==> config.mk <==
export PLATFORM = sky130hd
export DESIGN_NAME = spi_master
export DESIGN_NICKNAME = d
export VERILOG_FILES = /design/src/rtl/spi_master.sv
export SDC_FILE = /design/constraint.sdc
export NUM_CORES = 1
export LEC_CHECK = 0
export CORE_MARGIN = 5
export CORE_UTILIZATION = 40
export CTS_CLUSTER_DIAMETER = 60
export CTS_CLUSTER_SIZE = 8
export DETAILED_ROUTE_END_ITERATION = 12
export HOLD_SLACK_MARGIN = 0.06
export PLACE_DENSITY = 0.75
export SLEW_MARGIN = 20
export SYNTH_ARGS = -nofsm -noshare
export SYNTH_HDL_FRONTEND = slang
export SYNTH_SLANG_ARGS = --single-unit
==> constraint.sdc <==
create_clock -name clk -period 2.8 [get_ports clk]
set_input_delay 0.28 -clock clk [delete_from_list [all_inputs] [get_ports clk]]
set_output_delay 0.28 -clock clk [all_outputs]
set_load 0.02 [all_outputs]
==> src/rtl/spi_master.sv <==
// SPI master: one 10-bit frame per transaction (command bit + opcode + payload),
// with an optional 8-bit MISO read phase for read-data frames.
module spi_master #(
  parameter int unsigned RD_WAIT  = 1,
  parameter int unsigned IDLE_GAP = 1
) (
  input  logic       clk,
  input  logic       rst,
  input  logic       start,
  input  logic [9:0] din,
  output logic       busy,
  output logic       done,
  output logic [7:0] dout,
  output logic       dout_valid,
  output logic       SS_n,
  output logic       MOSI,
  input  logic       MISO
);

  typedef enum logic [2:0] {
    IDLE  = 3'd0,
    SEL   = 3'd1,
    CMD   = 3'd2,
    SHIFT = 3'd3,
    WAIT  = 3'd4,
    READ  = 3'd5,
    GAP   = 3'd6
  } state_t;

  localparam logic [3:0] WAIT_LD = (RD_WAIT > 0) ? 4'(RD_WAIT - 1) : 4'd0;
  localparam logic [3:0] GAP_LD  = 4'(IDLE_GAP - 1);

  state_t     state, state_n;
  logic [3:0] cnt, cnt_n;
  logic [9:0] frame, frame_n;
  logic [7:0] rx, rx_n;
  logic [7:0] dout_n;
  logic       done_n, dv_n, mosi_n, ss_n_n, busy_n;

  always_comb begin
    state_n = state;
    cnt_n   = cnt;
    frame_n = frame;
    rx_n    = rx;
    dout_n  = dout;
    done_n  = 1'b0;
    dv_n    = 1'b0;
    case (state)
      IDLE: begin
        if (start) begin
          frame_n = din;
          state_n = SEL;
        end
      end
      SEL: state_n = CMD;
      CMD: begin
        state_n = SHIFT;
        cnt_n   = 4'd9;
      end
      SHIFT: begin
        if (cnt != 4'd0) begin
          cnt_n = cnt - 4'd1;
        end else if (frame[9:8] == 2'b11) begin
          if (RD_WAIT == 0) begin
            state_n = READ;
            cnt_n   = 4'd7;
          end else begin
            state_n = WAIT;
            cnt_n   = WAIT_LD;
          end
        end else begin
          state_n = GAP;
          cnt_n   = GAP_LD;
          done_n  = 1'b1;
        end
      end
      WAIT: begin
        if (cnt != 4'd0) begin
          cnt_n = cnt - 4'd1;
        end else begin
          state_n = READ;
          cnt_n   = 4'd7;
        end
      end
      READ: begin
        // Last sample lands on the same edge that enters GAP and publishes dout.
        rx_n = {rx[6:0], MISO};
        if (cnt != 4'd0) begin
          cnt_n = cnt - 4'd1;
        end else begin
          state_n = GAP;
          cnt_n   = GAP_LD;
          done_n  = 1'b1;
          dv_n    = 1'b1;
          dout_n  = rx_n;
        end
      end
      GAP: begin
        if (cnt != 4'd0) cnt_n = cnt - 4'd1;
        else             state_n = IDLE;
      end
      default: begin
        state_n = IDLE;
        cnt_n   = '0;
      end
    endcase

    // Pin registers are decoded from the next state so they change on the same edge.
    mosi_n = 1'b0;
    if (state_n == CMD)        mosi_n = frame_n[9];
    else if (state_n == SHIFT) mosi_n = frame_n[cnt_n];
    ss_n_n = !(state_n inside {SEL, CMD, SHIFT, WAIT, READ});
    busy_n = (state_n != IDLE);
  end

  always_ff @(posedge clk) begin
    if (rst) begin
      state      <= IDLE;
      cnt        <= '0;
      frame      <= '0;
      rx         <= '0;
      dout       <= '0;
      done       <= 1'b0;
      dout_valid <= 1'b0;
      MOSI       <= 1'b0;
      SS_n       <= 1'b1;
      busy       <= 1'b0;
    end else begin
      state      <= state_n;
      cnt        <= cnt_n;
      frame      <= frame_n;
      rx         <= rx_n;
      dout       <= dout_n;
      done       <= done_n;
      dout_valid <= dv_n;
      MOSI       <= mosi_n;
      SS_n       <= ss_n_n;
      busy       <= busy_n;
    end
  end

endmodule

# [Word-level counts from Yosys, hierarchy flattened]
# Index checks and enable logic that the tools add are counted.
[op_classes] add_sub_neg=1 multipliers=0 div_mod_pow=0 n_lt_le_gt_ge=1 eq_ne=12 shifts=0 mux=21 bitwise_logic=2 n_reduce_logical=9
[ops] op="$pmux W3 S7" n=1
[ops] op="$mux W10" n=2
[ops] op="$pmux W4 S5" n=1
[ops] op="$eq A3 B3 Y1 const B" n=5
[ops] op="$mux W3" n=5
[ops] op="$eq A3 B2 Y1 const B" n=4
[ops] op="$mux W4" n=3
[ops] op="$eq A3 B1 Y1 const B" n=2
[ops] op="$mux W1" n=6
[ops] op="$reduce_or A2 Y1" n=3
[ops] op="$lt A4 B5 Y1 const B" n=1
[ops] op="$reduce_bool A5 Y1" n=1
[ops] op="$bmux W1 S4" n=1
[ops] op="$reduce_bool A4 Y1" n=1
[ops] op="$sub A4 B1 Y4 const B" n=1
[ops] op="$logic_not A3 Y1" n=1
[ops] op="$reduce_bool A3 Y1" n=1
[ops] op="$eq A2 B2 Y1 const B" n=1
[ops] op="$mux W2" n=1
[ops] op="$not A1 Y1" n=2
[ops] op="$pmux W1 S2" n=1
[ops] op="$reduce_and A2 Y1" n=1
[ops] op="$logic_not A1 Y1" n=1
[word_totals] ff_bits=37 latchBits=0 mem_bits_rw=0 rom_bits=0 in_bits=14 out_inout_bits=13 elab_cells=56 memories=0

# [Logic depth before layout (Yosys ltp)]
# Gate-level depths: netlist (run 1).
[logic_depth] ltp_word=7 ltp_mapped=13 depth_no_buf=12

# [Worst setup path after synthesis (run 1)]
# No wires, ideal clock.
[synth_timing] kind="register to register" startpoint="reg cnt[0]" endpoint="reg MOSI" setup_time_ps=84 arrival_time_ps=2545 t_required_ps=2716 setup_slack_ps=171 stages_incl_launch_ff=13 path_buffers=1 period_less_slack_ps=2629 cell_sequence="dfxtp_1 > inv_1 > ha_1 > nor3b_4 > inv_2 > ha_1 > a2bb2oi_1 > a222oi_1 > buf_4 > mux2_1 > nand4_1 > o2111ai_2 > o31ai_2"
[synth_between] elab_chain_len=7 elab_cells_between_ends=17 cone_classes="add/sub: 1; eq/ne: 2; mux: 13; reduce/logical: 1"
[synth_rtl] item="start, declared" line_no="34" text="logic [3:0] cnt, cnt_n;"
[synth_rtl] item="start signal, assigned" line_no="130" text="cnt <= cnt_n;"
[synth_rtl] item="$sub A4 B1 Y4 or $reduce_bool A4 Y1 (tied branches)"
[synth_rtl] item="$mux W4, on equally long branches" line_no="99, 61, 78"
[synth_rtl] item="$pmux W4 S5" line_no="48" text="case (state)"
[synth_rtl] item="$bmux W1 S4" line_no="111" text="else if (state_n == SHIFT) mosi_n = frame_n[cnt_n];"
[synth_rtl] item="$mux W1 (not written as such)" line_no="111"
[synth_rtl] item="$mux W1" line_no="111"
[synth_rtl] item="$mux W1 *" line_no="110" text="if (state_n == CMD) mosi_n = frame_n[9];"
[synth_rtl] item="end signal, assigned" line_no="136" text="MOSI <= mosi_n;"
[synth_rtl] item="end, declared" line_no="16" text="output logic MOSI,"
# Every way passes the cells marked *; elsewhere a longest branch is shown, timed or not. The select of a mux whose other input is x is not followed.
# A chain may end at the register's enable or synchronous reset.

# [Worst setup path in the final report (run 1)]
[layout_timing] startpoint="reg cnt[1]" endpoint="reg MOSI"
# The elaborated chain is that of the path after synthesis.

==> impl_metrics.tcl, run 1 <==
set metrics [dict create \
    run_status "finished clean" \
    dp_hpwl_mm 2.61 \
    worst_setup_hold_path_clk_slew_ns 0.07 \
    cpMaxStageDelayCell "sky130_fd_sc_hd__a222oi_1" \
    detailroute.via_count 1420 \
    drc_viols 0 \
    synth_enable_flop_cells 0 \
    ys_ff_latch 37 \
    cts-root-to-sink-buffers 2 \
    cts_buffers 5 \
    grt_antenna_before_repair 0 \
    fin_nets 240 \
    worst_clock_skew_ns 0.00595 \
    synth-seq-area-share_pct 43.6 \
    synthDominantCellAreaShare_pct 43.6 \
    report.final.hold_viol_count 0 \
    totalPowerFinal_uw 1500 \
    maxCapViolCount 0 \
    worstSetupStartpointType "register" \
    setup_viol 0 \
    ctsRootBufferMaster "sky130_fd_sc_hd__clkbuf_8" \
    crit_path_buffers_inverters 3 \
    buffer_ports.inserted 26 \
    type_of_the_worst_min_delay_path "reg -> reg" \
    max-vdd-ir-drop_mv 0.432 \
    synthesis.instances 194 \
    worst_slew_margin_rel_pct 65.4 \
    synth_area_leader_cell "sky130_fd_sc_hd__dfxtp_1" \
    critical_path_peak_fanout 6 \
    globalplace.congestion 0.906 \
    postCtsHoldBufs 0 \
    critical_path_class "reg -> reg" \
    flow.area_growth_from_synthesis_pct 25.9 \
    power_leakage_uw 0.000802 \
    drv_slew 0 \
    synthesis.yosys.warnings 0 \
    powerDensity_nw_per_um2 700 \
    start_util_pct 41.9 \
    post_synth_cell_types 42 \
    number_of_global_route_vias_before_repair 1349 \
    cells_along_the_critical_path "inv_1 > ha_4 > nor3b_4 > inv_2 > ha_1 > a2bb2oi_1 > a222oi_1 > buf_4 > mux2_1 > nand4_1 > o2111ai_2 > o31ai_2" \
    route.final.wire_length_mm 3.54 \
    period_needed_ns 2.60 \
    final.period_utilization_pct 92.9 \
    maxClockFrequency_mhz 385 \
    synth_nets 211 \
    synth_top_flop_cell "sky130_fd_sc_hd__dfxtp_1" \
    antenna_cells 0 \
    post_drt_wl_per_cell_um 13.0 \
    setup_total_negative_slack_ns 0 \
    grt_first_pass_wirelength_mm 6.07 \
    post_synth_instance_area_um2 1700 \
    syn-mean-instance-area_um2 8.76 \
    worst_slew_pin_slew_ns 0.519 \
    floorplan.die.width_um 75.2 \
    cp.required_ns 3.00 \
    worstSetupEndpointType "register" \
    floorplan.io_pins 27 \
    critPathMaxStageDelay_ns 0.32 \
    route.antenna.remaining_nets 0 \
    synth_top_cells_by_area "sky130_fd_sc_hd__dfxtp_1 (44%), sky130_fd_sc_hd__mux2i_1 (14%), sky130_fd_sc_hd__nor2_1 (6.0%), sky130_fd_sc_hd__nand2_1 (5.5%), sky130_fd_sc_hd__a21oi_1 (5.0%)" \
    dr.first_iter.drc_count 97 \
    async_reset_ff_share_pct 0 \
    tritoncts_num_sinks 37 \
    drive_above_1_share_pct 12.1 \
    fp.dieH_um 75.2 \
    largest_net_degree_at_the_start_of_global_routing 24 \
    clock_insertion_delay_worst_skew_ns 0.28 \
    grt_overflow_total 0 \
    htree_num_levels 2 \
    timing.critical_path.max_delay_family "compound AO/OA/AOI/OAI gates" \
    tritoncts "done" \
    core.rowCount 23 \
    dieArea_um2 5660 \
    worstPathArrival_ns 2.80 \
    grt_use_total_pct 13.9 \
    via_per_inst 5.20 \
    grt_setup_unrepaired "no" \
    core_region_area_um2 4060 \
    detailedRoute.firstPassIterationCount 4 \
]
[flip-flops by register name (all words and copies together), names as in the netlist]
name        cells
state           3
MOSI            1
SS_n            1
rx              7
busy            1
done            1
dout_valid      1
frame          10
cnt             4
dout            8
[area by class of cell]
| type | count | area (µm²) |
|---|---|---|
| Timing Repair Buffer | 33 | 313 |
| Sequential cell | 37 | 741 |
| Fill cell | 380 | 1920 |
| Clock inverter | 2 | 35.0 |
| Multi-Input combinational cell | 138 | 891 |
| Clock buffer | 5 | 68.8 |
| Inverter | 8 | 30.0 |
| Tap cell | 50 | 62.6 |
[where the power goes]
| group | total (µW) | switching [µW] | internal, µW |
|---|---|---|---|
| Clock | 436 | 178 | 259 |
| Combinational | 460 | 244 | 217 |
| Sequential | 603 | 39.6 | 563 |
[cell usage after synthesis (2+ instances only)]
library cell               number
sky130_fd_sc_hd__inv_2          3
sky130_fd_sc_hd__nand2_1       25
sky130_fd_sc_hd__nor4_1         2
sky130_fd_sc_hd__inv_1          5
sky130_fd_sc_hd__dfxtp_1       37
sky130_fd_sc_hd__clkbuf_1       7
sky130_fd_sc_hd__ha_1           3
sky130_fd_sc_hd__buf_4          3
sky130_fd_sc_hd__a21oi_1       17
sky130_fd_sc_hd__a31oi_1        3
sky130_fd_sc_hd__o21ai_0        6
sky130_fd_sc_hd__nor2_1        27
sky130_fd_sc_hd__mux2i_1       23
sky130_fd_sc_hd__nor3_1         2
sky130_fd_sc_hd__nand3_1        3
sky130_fd_sc_hd__nand2b_1       2
[per-layer routing]
layer	track usage, %	wire (µm)	vias to the layer above
met4	6.02	74	0
met5	0	0	-
met2	22.0	1660	39
li1	-	-	733
met1	17.7	1620	640
met3	4.01	185	8
[per-stage QoR]
step | instances | setup slack [ns] | hold WS (ns) | area, µm² | utilization (%)
after detailed placement | 264 | 0.0683 | 0.447 | 2000 | 49.4
final | 273 | 0.200 | 0.457 | 2140 | 52.8
after CTS | 271 | 0.0227 | 0.457 | 2110 | 52.0
after global routing | 273 | 0.0320 | 0.471 | 2140 | 52.8
after global placement | 264 | 0.185 | 0.446 | 2000 | 49.4
after floorplan | 194 | 0.171 | 0.416 | 1700 | -
[tightest hold or removal path, cell delays in order, from the launching register on]
cell and delay (ns):
sky130_fd_sc_hd__dfxtp_1 0.31, sky130_fd_sc_hd__nand2_1 0.05, sky130_fd_sc_hd__a21oi_1 0.05
[worst paths after layout]
kind	slack, ns	endpoint	cells past startpoint	startpoint
setup / recovery	0.20	MOSI	12	cnt[1]
hold / removal	0.46	dout[7]	2	dout[7]
setup reg to reg	0.20	MOSI	12	cnt[1]
hold reg to reg	0.46	dout[7]	2	dout[7]
[timing repair]
item	4_1_cts	5_1_grt
gates resized for setup	0	4
setup endpoints to repair	0	1
buffers inserted	0	2
[kinds of logic (layout without fill, tap and decap cells)]
group | Yosys count | after routing | share of synthesized area, %
flops | 37 | 37 | 43.6
compound gates | 38 | 38 | 14.4
mux | 25 | 25 | 14.9
simple gates | 71 | 71 | 19.3
buf+inv | 19 | 48 | 5.08
fa+ha+maj | 4 | 4 | 2.80
[cells in the final DEF, fill, tap and decap left out, types with 2 or more instances in the layout]
cell type and count:
sky130_fd_sc_hd__inv_2 4, sky130_fd_sc_hd__o21ai_0 6, sky130_fd_sc_hd__nand2_1 25, sky130_fd_sc_hd__a21oi_1 17, sky130_fd_sc_hd__inv_1 4, sky130_fd_sc_hd__ha_1 2
sky130_fd_sc_hd__nor3_1 2, sky130_fd_sc_hd__a31oi_1 3, sky130_fd_sc_hd__nand2b_1 2, sky130_fd_sc_hd__nor2_1 27, sky130_fd_sc_hd__mux2i_1 23, sky130_fd_sc_hd__nor4_1 2
sky130_fd_sc_hd__clkdlybuf4s50_1 26, sky130_fd_sc_hd__clkbuf_8 5, sky130_fd_sc_hd__nand3_1 3, sky130_fd_sc_hd__dfxtp_1 37, sky130_fd_sc_hd__buf_4 7
Power figures use the tool's default switching activity.
==> run 2, diff against run 1 <==
CORE_MARGIN = 2   (was 5)
GPL_TIMING_DRIVEN = 0   (was default)
==> impl_metrics.tcl, run 2 (synthesized netlist as in run 1, its figures left out) <==
set metrics [dict create \
    place_inst 269 \
    detailroute.via_count 1570 \
    power.clock.fraction_pct 26.5 \
    flow.area_growth_from_synthesis_pct 35.2 \
    globalplace.congestion 0.809 \
    maxClockFrequency_mhz 375 \
    maxCapViolCount 0 \
    worstSetupEndpointType "register" \
    dieArea_um2 4790 \
    critical_path_class "reg -> reg" \
    worst-r2r-cell-count 12 \
    dr.first_iter.drc_count 68 \
    drc_viols 0 \
    critPathMaxStageDelay_ns 0.38 \
    type_of_the_worst_min_delay_path "in -> reg" \
    reg.largest.list "frame x10, dout x8, rx x7" \
    cp.required_ns 3.00 \
    fillerInstances 352 \
    setup.reg_to_reg.worst_slack_ns 0.14 \
    max-vdd-ir-drop_mv 0.448 \
    largest-register "frame" \
    worstPathArrival_ns 2.87 \
    report.final.hold_viol_count 0 \
    via_per_inst 5.43 \
    route.antenna.remaining_nets 0 \
    combinational_group_share_of_total_power_pct 37.9 \
    largest_net_degree_at_the_start_of_global_routing 12 \
    cts_buffers 5 \
    critical_path_peak_fanout 5 \
    clock_insertion_delay_worst_skew_ns 0.29 \
    mostFrequentLayoutCells "sky130_fd_sc_hd__dfxtp_1 (35), sky130_fd_sc_hd__nor2_1 (27), sky130_fd_sc_hd__nand2_1 (25), sky130_fd_sc_hd__clkdlybuf4s50_1 (25), sky130_fd_sc_hd__mux2i_1 (22)" \
    power_switching_uw 522 \
    grt_use_total_pct 16.6 \
    post_drt_wl_per_cell_um 14.1 \
    grt_setup_unrepaired "yes" \
    worst_clock_skew_ns 0.00835 \
    drive_above_1_share_pct 18.8 \
    tritoncts_num_sinks 37 \
    postPlaceCellArea_um2 2010 \
    htree_num_levels 2 \
    drv_slew 0 \
    cells_along_the_critical_path "inv_2 > ha_4 > nor3b_4 > inv_2 > ha_4 > a2bb2oi_2 > a222oi_1 > buf_4 > mux2_4 > nand4_1 > o2111ai_2 > o31ai_2" \
    ctsRootBufferMaster "sky130_fd_sc_hd__clkbuf_8" \
    start_util_pct 41.9 \
    core.rowCount 23 \
    final.period_utilization_pct 95.1 \
    antenna_cells 0 \
    fp.dieH_um 69.2 \
    design_area_um2 2300 \
    floorplan.die.width_um 69.2 \
    setup_viol 0 \
    worst_setup_hold_path_clk_slew_ns 0.07 \
    power.switching_fraction_pct 31.2 \
    core_region_area_um2 4060 \
    crit_end "MOSI" \
    worst_slew_margin_rel_pct 68.4 \
    setup.worst_path.start "cnt[1]" \
    tritoncts "done" \
    cts-root-to-sink-buffers 2 \
    grt_first_pass_wirelength_mm 6.51 \
    buffer_ports.inserted 25 \
    grt_overflow_total 0 \
    fin_nets 256 \
    finalNonFillerCells 289 \
    period_needed_ns 2.66 \
    worstSetupPathDepth 12 \
    timing.critical_path.max_delay_family "compound AO/OA/AOI/OAI gates" \
    route.final.wire_length_mm 4.07 \
    grt_antenna_before_repair 0 \
    power_leakage_uw 0.000868 \
    post-place-ws_ns -0.277 \
    p_int_uw 1150 \
    number_of_global_route_vias_before_repair 1420 \
    powerDensity_nw_per_um2 727 \
    dp_hpwl_mm 2.54 \
    share_seq_of_total_power_pct 35.6 \
    worstReg2RegEnd "MOSI" \
    crit_path_buffers_inverters 3 \
    layout.cells.most_common "sky130_fd_sc_hd__dfxtp_1" \
    setup_ws_ns 0.136 \
    worstSetupStartpointType "register" \
    worstReg2RegStart "cnt[1]" \
    largest_register_ffs 10 \
    floorplan.io_pins 27 \
    cpMaxStageDelayCell "sky130_fd_sc_hd__a222oi_1" \
    worst_slew_pin_slew_ns 0.468 \
    run_status "finished clean" \
    detailedRoute.firstPassIterationCount 5 \
]
==> run 2: cell count changes in the layout (fill, tap and decap cells not counted), sizes merged <==
cell           delta
clkbuf            +8
buf               +9
clkdlybuf4s50     -1
==> run 2: area by class of cell <==
type / count / area (µm²) / area share [%]
buffer: 11 / 56.3 / 2.45
clock buffer: 5 / 68.8 / 2.99
clock inverter: 2 / 35.0 / 1.52
inverter: 8 / 32.5 / 1.42
multi-input combinational: 138 / 933 / 40.6
sequential: 37 / 746 / 32.4
tap: 50 / 62.6 / 2.72
timing repair buffer: 38 / 364 / 15.8
==> run 2: power by group through the flow <==
stage / clock network (µW) / logic [µW] / registers (µW)
global placement: 0 / 415 / 599
global route: 470 / 688 / 599
finish: 442 / 634 / 595
CTS: 449 / 507 / 589
floorplan: 0 / 320 / 603
detailed placement: 0 / 424 / 601
==> run 2: repair_timing <==
item | CTS | global route
pin swaps | 1 | 4
endpoints found under the setup margin | 1 | 1
buffers inserted | 6 | 7
gates resized for setup | 1 | 17
hold buffers | 0 | 0
==> run 2: stage by stage <==
step | util (%) | setup TNS [ns] | total power, µW | hold slack [ns]
2_1_floorplan | - | 0 | 923 | 0.416
3_3_place_gp | 49.6 | -0.239 | 1010 | 0.447
3_5_place_dp | 49.6 | -0.277 | 1020 | 0.447
4_1_cts | 53.7 | 0 | 1540 | 0.351
5_1_grt | 56.6 | -0.0481 | 1760 | 0.400
6_report | 56.6 | 0 | 1670 | 0.365
==> run 2: worst min-delay path by stage <==
stage / startpoint / end / depth (start not counted)
global placement: dout[7] / dout[7] / 2
CTS: rst / dout[7] / 2
floorplan: MISO / dout[0] / 2
global route: rst / dout[7] / 2
detailed placement: dout[7] / dout[7] / 2
finish: rst / dout[7] / 2
==> run 2: per-layer routing <==
layer	vias to the layer above	GRT usage, %	wire [µm]	share of wire (%)
met2	61	26.9	1940	48
met4	0	7.63	149	3.7
li1	765	-	-	-
met3	19	4.51	248	6.1
met1	725	20.5	1730	42
met5	-	0	0	0
